<file path="src/rtl/alu_mc_if.sv">
// Request/response bundle between issue logic (master) and the multi-cycle ALU (slave).
interface alu_mc_if #(
  parameter int WIDTH = 32
);
  logic             ALU_valid_i;
  logic [3:0]       ALU_op_i;
  logic [WIDTH-1:0] ALU_data1_i;
  logic [WIDTH-1:0] ALU_data2_i;
  logic [WIDTH-1:0] ALU_result_o;
  logic             ALU_valid_o;
  logic             ALU_busy_o;

  modport master (
    output ALU_valid_i, ALU_op_i, ALU_data1_i, ALU_data2_i,
    input  ALU_result_o, ALU_valid_o, ALU_busy_o
  );

  modport slave (
    input  ALU_valid_i, ALU_op_i, ALU_data1_i, ALU_data2_i,
    output ALU_result_o, ALU_valid_o, ALU_busy_o
  );
endinterface

</file>
<file path="src/rtl/alu_mc.sv">
// Multi-cycle ALU: single-cycle add/sub/compare, iterative unsigned multiply and,
// when ALU_DIV_EN is defined, restoring unsigned divide/remainder.
module alu_mc #(
  parameter int WIDTH = 32,
  parameter int CNT_W = $clog2(WIDTH) + 1
) (
  input logic     clk,
  input logic     rst_n,
  alu_mc_if.slave alu
);

  localparam logic [3:0] OP_ADD   = 4'd1;
  localparam logic [3:0] OP_SUB   = 4'd2;
  localparam logic [3:0] OP_EQ    = 4'd3;
  localparam logic [3:0] OP_GEU   = 4'd4;
  localparam logic [3:0] OP_GES   = 4'd5;
  localparam logic [3:0] OP_MUL   = 4'd6;
  localparam logic [3:0] OP_MULHU = 4'd7;
`ifdef ALU_DIV_EN
  localparam logic [3:0] OP_DIVU  = 4'd8;
  localparam logic [3:0] OP_REMU  = 4'd9;
`endif

  typedef enum logic [1:0] {
    ST_IDLE = 2'd0,
    ST_MUL  = 2'd1,
    ST_DIV  = 2'd2,
    ST_DONE = 2'd3
  } state_t;

  state_t               state_r;
  logic [CNT_W-1:0]     cnt_r;
  logic [2*WIDTH-1:0]   prod_r;   // {partial product} or {remainder, quotient shifter}
  logic [WIDTH-1:0]     opnd_r;   // multiplicand or divisor
  logic                 sel_hi_r; // pick upper half of the final register (mulhu / remu)
  logic [WIDTH-1:0]     result_r;
  logic                 valid_r;
  logic                 busy_r;

  logic                 accept_s;
  logic                 last_s;
  logic [WIDTH-1:0]     single_s;
  logic [WIDTH:0]       mul_sum_s;
  logic [2*WIDTH-1:0]   mul_nx_s;

  assign accept_s = alu.ALU_valid_i & ~busy_r;
  assign last_s   = (cnt_r == CNT_W'(WIDTH - 1));

  // Result of the single-cycle opcodes; reserved codes (and 8/9 without divider) give zero
  always_comb begin
    single_s = {WIDTH{1'b0}};
    case (alu.ALU_op_i)
      OP_ADD:  single_s = alu.ALU_data1_i + alu.ALU_data2_i;
      OP_SUB:  single_s = alu.ALU_data1_i - alu.ALU_data2_i;
      OP_EQ:   single_s = {{(WIDTH-1){1'b0}}, (alu.ALU_data1_i == alu.ALU_data2_i)};
      OP_GEU:  single_s = {{(WIDTH-1){1'b0}}, (alu.ALU_data1_i >= alu.ALU_data2_i)};
      OP_GES:  single_s = {{(WIDTH-1){1'b0}},
                           ($signed(alu.ALU_data1_i) >= $signed(alu.ALU_data2_i))};
      default: single_s = {WIDTH{1'b0}};
    endcase
  end

  // One shift-add step: conditionally add multiplicand to upper half, then shift right
  always_comb begin
    if (prod_r[0]) begin
      mul_sum_s = {1'b0, prod_r[2*WIDTH-1:WIDTH]} + {1'b0, opnd_r};
    end else begin
      mul_sum_s = {1'b0, prod_r[2*WIDTH-1:WIDTH]};
    end
    mul_nx_s = {mul_sum_s, prod_r[WIDTH-1:1]};
  end

`ifdef ALU_DIV_EN
  logic [WIDTH+1:0]     div_trial_s;
  logic [2*WIDTH-1:0]   div_nx_s;

  // One restoring step; a zero divisor always "fits", giving all-ones quotient and remainder = dividend
  always_comb begin
    div_trial_s = {1'b0, prod_r[2*WIDTH-1:WIDTH-1]} - {2'b00, opnd_r};
    if (!div_trial_s[WIDTH+1]) begin
      div_nx_s = {div_trial_s[WIDTH-1:0], prod_r[WIDTH-2:0], 1'b1};
    end else begin
      div_nx_s = {prod_r[2*WIDTH-2:0], 1'b0};
    end
  end
`endif

  // Control FSM with registered result/valid/busy
  always_ff @(posedge clk) begin
    if (!rst_n) begin
      state_r  <= ST_IDLE;
      cnt_r    <= {CNT_W{1'b0}};
      prod_r   <= {(2*WIDTH){1'b0}};
      opnd_r   <= {WIDTH{1'b0}};
      sel_hi_r <= 1'b0;
      result_r <= {WIDTH{1'b0}};
      valid_r  <= 1'b0;
      busy_r   <= 1'b0;
    end else begin
      valid_r <= 1'b0;
      case (state_r)
        ST_MUL: begin
          prod_r <= mul_nx_s;
          cnt_r  <= cnt_r + CNT_W'(1);
          if (last_s) begin
            result_r <= sel_hi_r ? mul_nx_s[2*WIDTH-1:WIDTH] : mul_nx_s[WIDTH-1:0];
            valid_r  <= 1'b1;
            busy_r   <= 1'b0;
            state_r  <= ST_DONE;
          end else begin
            state_r  <= ST_MUL;
          end
        end
`ifdef ALU_DIV_EN
        ST_DIV: begin
          prod_r <= div_nx_s;
          cnt_r  <= cnt_r + CNT_W'(1);
          if (last_s) begin
            result_r <= sel_hi_r ? div_nx_s[2*WIDTH-1:WIDTH] : div_nx_s[WIDTH-1:0];
            valid_r  <= 1'b1;
            busy_r   <= 1'b0;
            state_r  <= ST_DONE;
          end else begin
            state_r  <= ST_DIV;
          end
        end
`endif
        ST_IDLE, ST_DONE: begin
          cnt_r <= {CNT_W{1'b0}};
          if (accept_s) begin
            case (alu.ALU_op_i)
              OP_MUL, OP_MULHU: begin
                state_r  <= ST_MUL;
                busy_r   <= 1'b1;
                prod_r   <= {{WIDTH{1'b0}}, alu.ALU_data2_i};
                opnd_r   <= alu.ALU_data1_i;
                sel_hi_r <= (alu.ALU_op_i == OP_MULHU);
              end
`ifdef ALU_DIV_EN
              OP_DIVU, OP_REMU: begin
                state_r  <= ST_DIV;
                busy_r   <= 1'b1;
                prod_r   <= {{WIDTH{1'b0}}, alu.ALU_data1_i};
                opnd_r   <= alu.ALU_data2_i;
                sel_hi_r <= (alu.ALU_op_i == OP_REMU);
              end
`endif
              default: begin
                result_r <= single_s;
                valid_r  <= 1'b1;
                state_r  <= ST_IDLE;
              end
            endcase
          end else begin
            state_r <= ST_IDLE;
          end
        end
        default: begin
          state_r <= ST_IDLE;
          busy_r  <= 1'b0;
        end
      endcase
    end
  end

  assign alu.ALU_result_o = result_r;
  assign alu.ALU_valid_o  = valid_r;
  assign alu.ALU_busy_o   = busy_r;

endmodule

</file>
<file path="src/flat_wrapper.sv">
// flat-port wrapper written by rule: the top's interface ports become plain ports
module alu_mc_flat 
#(
  parameter int WIDTH = 32,
  parameter int CNT_W = $clog2(WIDTH) + 1
)
  (clk, rst_n, alu_ALU_valid_i, alu_ALU_op_i, alu_ALU_data1_i, alu_ALU_data2_i, alu_ALU_result_o, alu_ALU_valid_o, alu_ALU_busy_o);
  alu_mc_if #(.WIDTH(WIDTH)) alu_i ();
  input logic clk;
  input logic rst_n;
  input wire logic [$bits(alu_i.ALU_valid_i)-1:0] alu_ALU_valid_i;
  input wire logic [$bits(alu_i.ALU_op_i)-1:0] alu_ALU_op_i;
  input wire logic [$bits(alu_i.ALU_data1_i)-1:0] alu_ALU_data1_i;
  input wire logic [$bits(alu_i.ALU_data2_i)-1:0] alu_ALU_data2_i;
  output wire logic [$bits(alu_i.ALU_result_o)-1:0] alu_ALU_result_o;
  output wire logic [$bits(alu_i.ALU_valid_o)-1:0] alu_ALU_valid_o;
  output wire logic [$bits(alu_i.ALU_busy_o)-1:0] alu_ALU_busy_o;
  assign alu_i.ALU_valid_i = alu_ALU_valid_i;
  assign alu_i.ALU_op_i = alu_ALU_op_i;
  assign alu_i.ALU_data1_i = alu_ALU_data1_i;
  assign alu_i.ALU_data2_i = alu_ALU_data2_i;
  assign alu_ALU_result_o = alu_i.ALU_result_o;
  assign alu_ALU_valid_o = alu_i.ALU_valid_o;
  assign alu_ALU_busy_o = alu_i.ALU_busy_o;
  alu_mc #(.WIDTH(WIDTH), .CNT_W(CNT_W)) u_core (.clk(clk), .rst_n(rst_n), .alu(alu_i));
endmodule
</file>
<file path="config.mk">
export PLATFORM = sky130hd
export DESIGN_NAME = alu_mc_flat
export DESIGN_NICKNAME = d
export VERILOG_FILES = /design/src/rtl/alu_mc_if.sv /design/src/rtl/alu_mc.sv /design/src/flat_wrapper.sv
export SDC_FILE = /design/constraint.sdc
export NUM_CORES = 1
export LEC_CHECK = 0
export BUFFER_PORTS_ARGS = -buffer_cell sky130_fd_sc_hd__buf_2
export CORE_UTILIZATION = 45
export DETAILED_ROUTE_END_ITERATION = 6
export SLEW_MARGIN = 20
export SYNTH_ARGS = -nofsm -noshare
export SYNTH_HDL_FRONTEND = slang
export SYNTH_SLANG_ARGS = --single-unit
</file>
<file path="constraint.sdc">
create_clock -name clk -period 3.95 [get_ports clk]
set_input_delay 0.5925 -clock clk [delete_from_list [all_inputs] [get_ports clk]]
set_output_delay 0.5925 -clock clk [all_outputs]
set_load 0.05 [all_outputs]
</file>
==> results.toml <==
[cts]
clk_pin_slew_ps = 70
cts_hold_buffers = 0
cts_tree = "done"
worstSkewPairLatency_ps = 440
cts_resized = 0
cts.root.buffer_cell = "clkbuf_16"
cts.htree.levels = 4
clkSinkCount = 139
cts_buffers = 17
clockBufferDepth = 2
post_cts_buffers = 0

[global_route]
overflow = 0
grt_start_max_net_pins = 60
antenna_found_initial = 1
grt_pass1_vias = 10900
grtUsageTotal = 0.324
grt_pass1_wl_um = 64300

[sta]
grt_setup_unrepaired = "false"
layout_min_cycle_time_ps = 3370
finalHoldViolations = 0
setup_tns_ps = 0
relSlewSlack = 0.423
clock_skew_ps = 18.0
slew_violations = 0
setup_viol = 0
worstMarginPinSlew_ps = 865
whs_ps = 456
max_freq_mhz = 297
fin_crit_sh = 0.853
post-route-worst-setup-slack_ps = 579

[critical_path]
cp_slowest_cell = "fa_1"
critPathMaxFanout = 4
required_ps = 4250
max_stage_delay_ps = 480
arrival_ps = 3670
crit_type = "flip-flop to flip-flop"
path_cells = "ha_1, fa_1, a211oi_1, o21ai_0, nand3_1, o21ai_1, a41oi_1, buf_4, nor2_1, a41oi_1, nor2b_1, o22ai_1, o21ai_1"
crit_buf_inv = 1
cp-start-kind = "flip-flop"
end_kind = "flip-flop"
crit_family = "compound AO/OA/AOI/OAI gates"

[floorplanning]
die_w_um = 160
start_util = 0.461
core-area_mm2 = 0.0244
fp.dieH_um = 160
row_count = 57
die_area_mm2 = 0.0256
pin_count = 105

[final_layout]
layout-drive-gt1-share = 0.122
fin_nets = 1735
syn2layout_area_growth_pct = 12.7
final_area_mm2 = 0.0127
fill_cells = 2498
finalNonFillerCells = 1901
layout_common_cells = "nor2_1 (177), a21oi_1 (163), dfxtp_1 (137), nand2_1 (132), buf_2 (104)"
final_common_cell = "nor2_1"

[synthesis]
synth_cells = 1502
synth_cell_types = 75
syn_nets = 1674
yosysSeqAreaShare = 0.247
syn_area_per_cell_um2 = 7.49
yosysWarnings = 0
synth_edf_count = 0
syn_area_mm2 = 0.0113
async_reset_ff_frac = 0
synth_seq_cells = 139
ys.flop_type = "dfxtp_1"

[drt]
dr.first_iter.drc_count = 1286
wl_per_cell_um = 21.9
drtAntennaViolNets = 0
drc = 0
wl_met3_um = 3530
vias = 11800
route.met2.wl_um = 17700
dr.pass1.iters = 7
totalWireLength_um = 41700
wl_met1_um = 19700
viasPerCell = 6.22
routed.top_layer = "met4"

[power_and_ir_drop]
leakagePower_nw = 5.40
ir_drop_mv = 0.278
power_density_mw_per_mm2 = 335

[placed_design]
dp_cells = 1868
pre_cts_slack_ps = 265
placed_cell_area_mm2 = 0.0121
dp_hpwl_um = 31000
place_congestion = 0.957
io_buffer_count = 104

[status]
status = "finished clean"

[hold_path]
hold_path.class = "input port to flip-flop"

[flow_run]
cap_violations = 0
-- worst paths after layout --
| check | startpoint | to | slack, ps | cells after the start |
|---|---|---|---|---|
| max | u_core.opnd_r[0] | u_core.alu.ALU_result_o[31] | 580 | 13 |
| min | alu_ALU_data1_i[30] | u_core.opnd_r[30] | 460 | 3 |
| max reg2reg | u_core.opnd_r[0] | u_core.alu.ALU_result_o[31] | 580 | 13 |
| min reg2reg | u_core.opnd_r[0] | u_core.opnd_r[0] | 460 | 2 |
-- synthesized netlist by cell type (5+ instances only) --
library cell / instances / area [um2]
or3_1: 10 / 62.6
xnor2_1: 29 / 254
a21oi_1: 164 / 821
mux2i_1: 56 / 561
and3_1: 13 / 81.3
a311oi_1: 5 / 43.8
a21o_1: 31 / 233
nand3_1: 32 / 160
nand2_1: 132 / 495
o41ai_1: 5 / 43.8
o21ai_1: 5 / 25.0
o221ai_1: 19 / 166
dfxtp_1: 139 / 2780
a211o_1: 9 / 78.8
o21bai_1: 21 / 158
nand2b_1: 8 / 50.1
nor2b_1: 14 / 87.6
buf_1: 6 / 22.5
ha_1: 98 / 1230
buf_2: 8 / 40.0
nor2_1: 177 / 664
o22ai_1: 14 / 87.6
nor4_1: 5 / 31.3
a31oi_1: 18 / 113
o211ai_1: 17 / 128
o21a_1: 12 / 90.1
o21ai_0: 77 / 385
nand4_1: 13 / 81.3
a22oi_1: 17 / 128
inv_1: 79 / 297
nor3_1: 30 / 150
a221o_1: 12 / 120
a211oi_1: 47 / 353
o31ai_1: 9 / 67.6
a221oi_1: 15 / 131
xor2_1: 8 / 70.1
clkbuf_1: 77 / 289
and2_1: 8 / 50.1
-- metal layers --
layer / track usage / vias up
met5: 0 / -
li1: - / 5625
met4: 0.0801 / 0
met1: 0.488 / 5649
met3: 0.0509 / 55
met2: 0.474 / 493
-- through the flow --
step	util	power (mW)
CTS	0.520	4.24
global route	0.520	4.43
detailed placement	0.496	2.58
finish	0.520	4.25
floorplan	-	2.24
global placement	0.496	2.58
-- cell families after synthesis --
logic type	share of synthesized area
AOI/OAI and AO/OA	0.318
xor gates and xnor gates	0.0288
adders and majority gates	0.114
buffers and inverters	0.0592
DFF	0.247
muxes	0.0538
and+or+nand+nor	0.178
-- area by class of cell --
| type | instances | area, um2 | share of cell area |
|---|---|---|---|
| diodes | 1 | 2.50 | 0.000197 |
| repair buffers | 136 | 773 | 0.0610 |
| clock inverters | 14 | 156 | 0.0123 |
| multi-input cells | 1189 | 7830 | 0.617 |
| well taps | 324 | 405 | 0.0320 |
| inverters | 80 | 302 | 0.0238 |
| clock buffers | 18 | 429 | 0.0338 |
| flip-flops and latches | 139 | 2790 | 0.220 |
-- registers in the layout, summed over array words and instances, names as in the netlist --
register	cells
u_core.alu.ALU_result_o	32
u_core.alu.ALU_valid_o	1
u_core.alu.ALU_busy_o	1
u_core.opnd_r	32
u_core.prod_r	64
u_core.state_r	2
u_core.cnt_r	6
u_core.sel_hi_r	1
-- where the power goes --
part	internal (mW)	switching, mW
Sequential	1.46	0.0542
Combinational	0.349	0.710
Clock	0.944	0.734
Total	2.75	1.50
-- worst register-to-register path, stage by stage, from the launching register on --
cell and delay, ps:
dfxtp_1 320, ha_1 240, fa_1 480, a211oi_1 270, o21ai_0 200, nand3_1 160, o21ai_1 160, a41oi_1 430
buf_4 200, nor2_1 40, a41oi_1 310, nor2b_1 110, o22ai_1 210, o21ai_1 100
(Power assumes the default switching activity.)
